$ cat src/rtl/reg_arbiter.sv
// reg_arbiter: round-robin owner of the register-file command port.
// Ports: i_req_* / o_req_ready (requesters), o_res_* / i_res_ready (results),
//   o_rf_* / i_rf_* (register file). Option: REG_ARB_WRITE_PRIO_EN.

`ifndef DATA_WIDTH
`define DATA_WIDTH 32
`endif

module reg_arbiter #(
  parameter int NUM_REQ    = 2,
  parameter int DATA_WIDTH = `DATA_WIDTH
) (
  input  logic                          clk,
  input  logic                          reset,
  input  logic [NUM_REQ-1:0]            i_req_valid,
  input  logic [4*NUM_REQ-1:0]          i_req_reg,
  input  logic [2*NUM_REQ-1:0]          i_req_cmd,
  input  logic [DATA_WIDTH*NUM_REQ-1:0] i_req_data,
  output logic [NUM_REQ-1:0]            o_req_ready,
  output logic [NUM_REQ-1:0]            o_res_valid,
  output logic [DATA_WIDTH-1:0]         o_res_data,
  input  logic [NUM_REQ-1:0]            i_res_ready,
  output logic                          o_rf_valid,
  output logic [3:0]                    o_rf_reg,
  output logic [1:0]                    o_rf_cmd,
  output logic [DATA_WIDTH-1:0]         o_rf_data,
  input  logic                          i_rf_ready,
  input  logic                          i_rf_res_valid,
  input  logic [DATA_WIDTH-1:0]         i_rf_data,
  output logic                          o_rf_res_ready
);

  localparam int PW = $clog2(NUM_REQ);

  typedef enum logic [1:0] {
    S_IDLE,
    S_ISSUE,
    S_WAIT,
    S_RETURN
  } state_e;

  state_e                state_q, state_d;
  logic [PW-1:0]         ptr_q, ptr_d;
  logic [PW-1:0]         owner_q, owner_d;
  logic [3:0]            rf_reg_q, rf_reg_d;
  logic [1:0]            rf_cmd_q, rf_cmd_d;
  logic [DATA_WIDTH-1:0] rf_data_q, rf_data_d;
  logic [DATA_WIDTH-1:0] res_data_q, res_data_d;

  logic [NUM_REQ-1:0] cand;
  logic [NUM_REQ-1:0] gnt_oh;
  logic [PW-1:0]      gnt_idx;
  logic               gnt_found;

  // Rotating priority scan starting at ptr.
  always_comb begin
    int idx;
    idx       = 0;
    cand      = i_req_valid;
`ifdef REG_ARB_WRITE_PRIO_EN
    begin
      logic [NUM_REQ-1:0] wr;
      wr = '0;
      for (int k = 0; k < NUM_REQ; k++)
        wr[k] = i_req_valid[k] && (i_req_cmd[2*k +: 2] == 2'd1);
      // Pending writebacks retire ahead of operand traffic.
      if (|wr) cand = wr;
    end
`endif
    gnt_found = 1'b0;
    gnt_idx   = '0;
    for (int i = 0; i < NUM_REQ; i++) begin
      idx = int'(ptr_q) + i;
      if (idx >= NUM_REQ) idx = idx - NUM_REQ;
      if (!gnt_found && cand[idx]) begin
        gnt_found = 1'b1;
        gnt_idx   = idx[PW-1:0];
      end
    end
    gnt_oh = '0;
    if (gnt_found) gnt_oh[gnt_idx] = 1'b1;
  end

  always_comb begin
    int g;
    g          = int'(gnt_idx);
    state_d    = state_q;
    ptr_d      = ptr_q;
    owner_d    = owner_q;
    rf_reg_d   = rf_reg_q;
    rf_cmd_d   = rf_cmd_q;
    rf_data_d  = rf_data_q;
    res_data_d = res_data_q;
    unique case (state_q)
      S_IDLE: begin
        if (gnt_found) begin
          owner_d   = gnt_idx;
          rf_reg_d  = i_req_reg[4*g +: 4];
          rf_cmd_d  = i_req_cmd[2*g +: 2];
          rf_data_d = i_req_data[DATA_WIDTH*g +: DATA_WIDTH];
          state_d   = S_ISSUE;
        end
      end
      S_ISSUE: begin
        if (i_rf_ready) state_d = S_WAIT;
      end
      S_WAIT: begin
        if (i_rf_res_valid) begin
          res_data_d = i_rf_data;
          state_d    = S_RETURN;
        end
      end
      S_RETURN: begin
        if (i_res_ready[owner_q]) begin
          if (int'(owner_q) == NUM_REQ - 1) ptr_d = '0;
          else ptr_d = owner_q + 1'b1;
          state_d = S_IDLE;
        end
      end
    endcase
  end

  always_ff @(posedge clk or posedge reset) begin
    if (reset) begin
      state_q    <= S_IDLE;
      ptr_q      <= '0;
      owner_q    <= '0;
      rf_reg_q   <= '0;
      rf_cmd_q   <= '0;
      rf_data_q  <= '0;
      res_data_q <= '0;
    end else begin
      state_q    <= state_d;
      ptr_q      <= ptr_d;
      owner_q    <= owner_d;
      rf_reg_q   <= rf_reg_d;
      rf_cmd_q   <= rf_cmd_d;
      rf_data_q  <= rf_data_d;
      res_data_q <= res_data_d;
    end
  end

  // Grant is combinational, so mask it while reset is held.
  always_comb begin
    o_req_ready = '0;
    if (state_q == S_IDLE && !reset) o_req_ready = gnt_oh;
    o_res_valid = '0;
    if (state_q == S_RETURN) o_res_valid[owner_q] = 1'b1;
  end

  assign o_rf_valid     = (state_q == S_ISSUE);
  assign o_rf_res_ready = (state_q == S_WAIT);
  assign o_rf_reg       = rf_reg_q;
  assign o_rf_cmd       = rf_cmd_q;
  assign o_rf_data      = rf_data_q;
  assign o_res_data     = res_data_q;

endmodule
$ cat config.mk
export PLATFORM = sky130hd
export DESIGN_NAME = reg_arbiter
export DESIGN_NICKNAME = d
export VERILOG_FILES = /design/src/rtl/reg_arbiter.sv
export SDC_FILE = /design/constraint.sdc
export NUM_CORES = 1
export LEC_CHECK = 0
export BUFFER_PORTS_ARGS = -buffer_cell sky130_fd_sc_hd__buf_2
export CAP_MARGIN = 20
export CORE_ASPECT_RATIO = 0.7
export CORE_MARGIN = 2
export CORE_UTILIZATION = 25
export CTS_BUF_LIST = sky130_fd_sc_hd__clkbuf_16
export DETAILED_ROUTE_END_ITERATION = 6
export PLACE_DENSITY_LB_ADDON = 0.25
export SYNTH_ARGS = -nofsm -noshare
export SYNTH_HDL_FRONTEND = slang
export SYNTH_SLANG_ARGS = --single-unit
$ cat constraint.sdc
create_clock -name clk -period 6.21 [get_ports clk]
set_input_delay 1.242 -clock clk [delete_from_list [all_inputs] [get_ports clk]]
set_output_delay 1.242 -clock clk [all_outputs]
set_load 0.01 [all_outputs]
---- Word level (Yosys, flattened, before mapping) ----
Index checks and enable logic that the tools add are counted.
word-level totals
  bits of input ports ..................... 116
  output and inout port bits .............. 76
  register bits after elaboration ......... 74
cells by class
  mux-type cells .......................... 27
  $add $sub $neg .......................... 4
  shifts and indexed selects .............. 3
  order comparisons ....................... 8
  reductions and logical operators ........ 11
  equal/unequal tests ..................... 7
operators by type and width
  cell                   number
  $lt A32 B3 Y1 const B  2
  $mux W32               2
  $shiftx A64 B7 Y32     1
  $mux W1                15
  $mux W2                7
  $pmux W2 S4            1
  $shiftx A8 B4 Y4       1
  $ne A2 B2 Y1 const B   3
  $reduce_and A2 Y1      3
  $eq A2 B2 Y1 const B   2
  $logic_and A1 B1 Y1    4
  $lt A1 B2 Y1 const B   2
  $reduce_and A4 Y1      1
  $shiftx A4 B3 Y2       1
  $sub A1 B2 Y3 const B  1
  $sub A2 B2 Y3 const B  1
  $add A1 B1 Y2 const B  1
  $demux W1 S1           2
  $eq A2 B1 Y1 const B   1
  $ge A1 B1 Y1 const B   2
  $ge A1 B2 Y1 const B   1
  $ge A2 B2 Y1 const B   1
  $logic_not A1 Y1       2
  $logic_not A2 Y1       1
  other kinds (2)        2

---- Depth between registers and ports, before layout ----
Gate-level depths: netlist of run 1.
  depth in word-level cells ............... 15
  gate-level depth with buffers ........... 7
  gate-level depth less buffers ........... 5

---- Least setup slack after synthesis of run 1 ----
No wires, ideal clock.
  path type ............................... input -> output
  start ................................... input reset
  end ..................................... output o_req_ready[1]
  path slack .............................. 1776 ps
  cell stages on the path ................. 2
  data required time ...................... 4968 ps
  arrival time ............................ 3192 ps
  path buffers ............................ 0
  path through ............................ inv_1 -> and3_1
on the way
  cells in the longest elaborated chain, start to end .. 3
ends and longest elaborated chain
  element              RTL line  RTL
  start: declaration   14        input logic reset,
  $logic_not A1 Y1     146       if (state_q == S_IDLE && !reset) o_req_ready = gnt_oh;
  $logic_and A1 B1 Y1  146
  $mux W2              146
  end: declaration     19        output logic [NUM_REQ-1:0] o_req_ready,
No other way between the ends.

---- Worst setup path after layout of run 1 ----
  start ................................... input i_req_valid[1]
  end ..................................... output o_req_ready[1]
on the way
  cells in the longest elaborated chain, start to end .. 13
  elaborated cells on any way between the ends .. 19
  those cells by class .................... 2 x order compare; 14 x mux; 3 x reduce/logical
ends and longest elaborated chain
  element                                                             RTL line  RTL
  start: declaration                                                  15        input logic [NUM_REQ-1:0] i_req_valid,
  $mux W1 (implied by the code) (3 in a row)                          75        if (!gnt_found && cand[idx]) begin
  $mux W1                                                             75
  $logic_not A1 Y1                                                    75
  $logic_and A1 B1 Y1                                                 75
  $mux W1                                                             75
  $lt A1 B2 Y1 (implied by the code) or $ge A1 B1 Y1 (tied branches)  81        if (gnt_found) gnt_oh[gnt_idx] = 1'b1;
  $logic_and A1 B1 Y1 (implied by the code)                           81
  $mux W1 (implied by the code)                                       81
  $demux W1 S1                                                        81
  $mux W2 *                                                           81
  $mux W2 *                                                           146
Mark *: on every way between the ends. The rest lies on a longest branch, timed or not. The select of a mux whose other input is x is not followed.

==> impl_metrics.tcl, run 1 <==
set metrics [dict create \
    drive_above_1_share_pct 47.5 \
    path_clk_slew_ps 60 \
    worstPathRequired_ps 4970 \
    first_pass_iters 4 \
    cts_made_buffers 9 \
    synth.area.mux_share_pct 11.5 \
    n_fill_cell 1384 \
    cts_resized 0 \
    grt_pass1_wl_um 14800 \
    p_int_uw 1490 \
    rsz0062_at_grt "false" \
    crit_top_cell "buf_2" \
    power.switching_uw 839 \
    clock_sinks 74 \
    grt_antenna_before_repair 0 \
    fin_crit_sh_pct 63.4 \
    synth-edff-count 0 \
    crit_path_end_kind "output pin" \
    cts_root_buf "clkbuf_16" \
    die-height_um 102 \
    fin_nets 618 \
    crit_path_cell_trace "buf_2, buf_4, inv_2, nor2_1, and3_1, buf_2" \
    clock_path_buffers 2 \
    synth_compound_area_share_pct 14.2 \
    synth_xor_area_share_pct 0 \
    yosysSeqAreaShare_pct 53.9 \
    yosys.area_share.adder_pct 1.82 \
    gp_congestion 0.767 \
    ys_warn_count 0 \
    syn_inst 317 \
    grt_overflow 0 \
    arrival_ps 2690 \
    pwr-share-comb_pct 41.3 \
    die-area_um2 14700 \
    drv_slew 0 \
    wl_per_cell_um 14.0 \
    finalClockSkew_ps 4.46 \
    status "completed" \
    ys.flop_type "dfrtp_1" \
    synth_nets 438 \
    drt-total-wl_um 9630 \
    cp-start-kind "input port" \
    path_max_fanout 42 \
    dpl.hpwl_um 6900 \
    setup-tns-final_ps 0 \
    synth_area_um2 3430 \
    power_frac_clock_pct 21.7 \
    cts.htree.levels 3 \
    cp_slowest_stage_delay_ps 400 \
    cts_tree "done" \
    clkLatencyLatePin_ps 330 \
    async_reset_ff_share_pct 100 \
    hold_path_class "flop to flop" \
    diodes 0 \
    finalSetupViolations 0 \
    drtAntennaViolNets 0 \
    vdd_drop_max_mv 0.144 \
    critical_path.slowest_cell "buf_4" \
    crit_type "input port to output pin" \
    reg2reg_depth 6 \
    drc 0 \
    io-pin-count 192 \
    start_util_pct 25.9 \
    grt_pass1_vias 2975 \
    max_freq_mhz 254 \
    max_cap_viol_count 0 \
    cts_hold_buf 0 \
    core_area_um2 13300 \
    finalCriticalPeriod_ps 3930 \
    numPortBuffers 191 \
    syn_avg_cell_area_um2 10.8 \
    die_x_um 144 \
    routed_via_density 4.44 \
    synthSimpleGateAreaFrac_pct 14.6 \
    post_cts.repair.setup_buffers 0 \
    grt_start_max_net_pins 78 \
    vias 3043 \
    postLayoutCoreUtil_pct 36.7 \
    synthToLayoutAreaGrowth_pct 41.6 \
    min_path_cells 1 \
    synth_top_family_by_area "simple AND/OR/NAND/NOR gates" \
    tightest_slew_ps 612 \
    drt_iter0_markers 106 \
    hold_viol_final 0 \
    p_leak_uw 0.00228 \
    rows 35 \
    grt_use_total_pct 13.0 \
    relSlewSlack_pct 59.1 \
    swShare_pct 36.0 \
    synth_seq_cells 74 \
    synthDistinctLibCells 27 \
    powerDensity_nw_per_um2 479 \
    pwr-share-seq_pct 37.1 \
]
critical path, delay by kind of cell:
family | cells | cell delay, ps
AND/OR/NAND/NOR | 2 | 460
buffers and inverters | 4 | 970
cell usage after synthesis, types with 2 or more instances:
cell type / number / area [µm²]
a31oi_1: 38 / 238
and2b_2: 2 / 17.5
buf_1: 2 / 7.51
buf_2: 11 / 55.1
clkbuf_1: 15 / 56.3
dfrtp_1: 74 / 1850
ha_1: 5 / 62.6
inv_1: 3 / 11.3
mux2_1: 15 / 169
mux2_2: 17 / 191
mux2i_1: 2 / 20.0
nand2_1: 3 / 11.3
nand3b_1: 38 / 285
nor2_1: 40 / 150
nor2b_1: 2 / 12.5
o21ai_0: 38 / 190
o21ai_1: 2 / 10.0
power by group through the flow:
stage / clock network (µW) / logic (µW) / registers, µW
final: 505 / 962 / 864
after global placement: 0 / 960 / 861
after CTS: 526 / 981 / 865
after global routing: 551 / 1070 / 898
after floorplan: 0 / 484 / 971
after detailed placement: 0 / 984 / 868
area by class of cell:
type / instances / area (µm²) / area share (%)
inverter: 4 / 16.3 / 0.334
sequential: 74 / 1850 / 38.1
clock buffer: 9 / 225 / 4.63
multi-input combinational: 211 / 1460 / 30.0
clock inverter: 6 / 60.1 / 1.23
tap: 185 / 231 / 4.76
timing repair buffer: 197 / 1020 / 21.0
logic make-up after synthesis:
group,count (synthesis)
buffers and inverters,32
and+or+nand+nor,89
DFF,74
muxes,35
AOI/OAI and AO/OA,82
adders and majority gates,5
placed cells by master (no fill, tap or decap), types with 2 or more instances in the layout:
cell type	count
a31oi_1	38
and2b_2	2
buf_2	191
buf_4	5
clkbuf_16	9
clkinv_2	3
dfrtp_1	74
ha_1	5
inv_1	3
mux2_1	15
mux2_2	17
mux2i_1	2
nand2_1	3
nand3b_1	38
nor2_1	40
o21ai_0	38
o21ai_1	2
layer usage:
metal / up-vias / global-route usage (%) / share of wire [%]
li1: 1491 / - / -
met1: 1423 / 17.1 / 46
met2: 119 / 20.6 / 45
met3: 10 / 3.70 / 6.9
met4: 0 / 4.30 / 1.3
met5: - / 0 / 0
stage by stage:
stage,total power (µW),instance area [µm²],instances,worst slack [ps],hold WS [ps]
2_1_floorplan,1450,3430,317,1780,469
5_1_grt,2520,4860,686,2140,499
3_3_place_gp,1820,4550,670,2300,468
3_5_place_dp,1850,4550,670,2260,481
4_1_cts,2370,4840,685,2260,495
6_report,2330,4860,686,2280,488
final timing paths:
check                               start             end  slack [ps]
max in group asynchronous           reset     o_rf_cmd[1]        4620
min in group asynchronous           reset  o_res_data[18]        1010
max reg2reg                    state_q[0]   o_rf_data[24]        4050
min                        o_res_data[27]  o_res_data[27]         490
min reg2reg                o_res_data[27]  o_res_data[27]         490
max                        i_req_valid[1]  o_req_ready[1]        2280
Note: power is estimated with default switching activity, not from simulation.
==> run 2: changes to the inputs <==
==> constraint.sdc (replaced) <==
create_clock -name clk -period 3.75 [get_ports clk]
set_input_delay 0.75 -clock clk [delete_from_list [all_inputs] [get_ports clk]]
set_output_delay 0.75 -clock clk [all_outputs]
set_load 0.01 [all_outputs]
==> run 2 against run 1 <==
Total power rose by 62%. Wire length fell by 0.87%. Cell area is 1.0% lower. Global-route usage increased by 0.075 points. Sequential share of layout area is 0.39 points higher. Core utilization shrank 0.37 points. Combinational power rose by 64%. Critical path depth is 1 lower. Die area unchanged. Setup slack lost 1200 ps. Critical path type unchanged. Sequential power is 66% higher.
==> impl_metrics.tcl, run 2 (same netlist as run 1, synthesis figures left out) <==
set metrics [dict create \
    layout_common_cells "buf_2 (191), dfrtp_1 (74), nor2_1 (40)" \
    first_pass_iters 5 \
    crit_path_end_kind "output pin" \
    drtAntennaViolNets 0 \
    cp-start-kind "input port" \
    grt_use_total_pct 13.0 \
    grt_pass1_wl_um 15000 \
    setup-tns-final_ps 0 \
    cts_made_buffers 9 \
    grt_overflow 0 \
    finalNonFillerCells 686 \
    p_total_uw 3780 \
    reg2reg_slack_ps 1740 \
    die_x_um 144 \
    clock_sinks 74 \
    worstHoldStart "o_res_data[25]" \
    drt-total-wl_um 9550 \
    cts_tree "done" \
    cts_root_buf "clkbuf_16" \
    diodes 0 \
    clkLatencyLatePin_ps 330 \
    r2r_end "o_rf_reg[1]" \
    worstPathRequired_ps 3000 \
    rsz0062_at_grt "false" \
    placed_cells 670 \
    gp_congestion 0.736 \
    stdcell_area_um2 4810 \
    vdd_drop_max_mv 0.264 \
    finalCriticalPeriod_ps 2660 \
    hold_viol_final 0 \
    p_leak_uw 0.00226 \
    die-height_um 102 \
    min_to "o_res_data[25]" \
    finalSetupViolations 0 \
    numPortBuffers 191 \
    core_area_um2 13300 \
    arrival_ps 1910 \
    post_cts.repair.setup_buffers 0 \
    cts_resized 0 \
    fin_nets 617 \
    status "completed" \
    cts.htree.levels 3 \
    finalClockSkew_ps 6.37 \
    placed_area_um2 4550 \
    max_cap_viol_count 0 \
    relSlewSlack_pct 36.6 \
    final_common_cell "buf_2" \
    rows 35 \
    cts_hold_buf 0 \
    r2r_start "state_q[0]" \
    max_freq_mhz 376 \
    routed_via_density 4.48 \
    drt_iter0_markers 118 \
    path_max_fanout 39 \
    tightest_slew_ps 951 \
    n_fill_cell 1410 \
    fin_crit_sh_pct 70.9 \
    drv_slew 0 \
    grt_antenna_before_repair 0 \
    drive_above_1_share_pct 47.3 \
    clock_path_buffers 2 \
    io-pin-count 192 \
    drc 0 \
    wl_per_cell_um 13.9 \
    grt_pass1_vias 3013 \
    grt_start_max_net_pins 77 \
    hold_ws_ps 482 \
    crit_type "input port to output pin" \
    reg2reg_depth 6 \
    hold_path_class "flop to flop" \
    dpl.hpwl_um 6760 \
    powerDensity_nw_per_um2 785 \
    path_clk_slew_ps 60 \
    vias 3072 \
    min_path_cells 1 \
    start_util_pct 25.9 \
    die-area_um2 14700 \
    synthToLayoutAreaGrowth_pct 40.2 \
]
-- run 2: critical path: stages --
cell and delay, ps:
buf_2 140, inv_2 480, nor2_1 170, and3_1 220, buf_2 130
-- run 2: area by class of cell --
cell class                 count  area [µm²]  area share (%)
clock buffer                   9         225            4.68
timing repair buffer         196         993            20.6
sequential                    74        1850            38.5
inverter                       4        16.3           0.338
clock inverter                 7        38.8           0.806
multi-input combinational    211        1460            30.3
tap                          185         231            4.81
-- run 2: worst max path at each step --
stage | from | end | slack [ps] | cells after the start
finish | i_req_valid[1] | o_req_ready[1] | 1090 | 5
CTS | i_req_valid[1] | o_req_ready[1] | 1100 | 5
floorplan | reset | o_req_ready[1] | 300 | 2
detailed placement | i_req_valid[1] | o_req_ready[1] | 1100 | 5
global route | i_req_valid[1] | o_req_ready[1] | 980 | 5
global placement | i_req_valid[1] | o_req_ready[1] | 1150 | 5
-- run 2: through the flow --
step / setup slack [ps] / util, %
2_1_floorplan: 300 / -
3_3_place_gp: 1150 / 34.3
3_5_place_dp: 1100 / 34.3
4_1_cts: 1100 / 36.3
5_1_grt: 981 / 36.3
6_report: 1090 / 36.3
-- run 2: where the power goes --
part	leakage, µW	internal [µW]	switching, µW	total, µW
logic	0.00128	749	836	1580
clock network	0.000138	440	329	769
registers	0.000847	1210	216	1430
-- run 2: layer usage --
metal | share of wire, % | wire length (µm) | vias up | track usage, %
li1 | - | - | 1492 | -
met1 | 47 | 4470 | 1459 | 17.2
met2 | 46 | 4360 | 111 | 20.7
met3 | 6.3 | 602 | 10 | 3.75
met4 | 1.3 | 121 | 0 | 4.30
met5 | 0 | 0 | - | 0
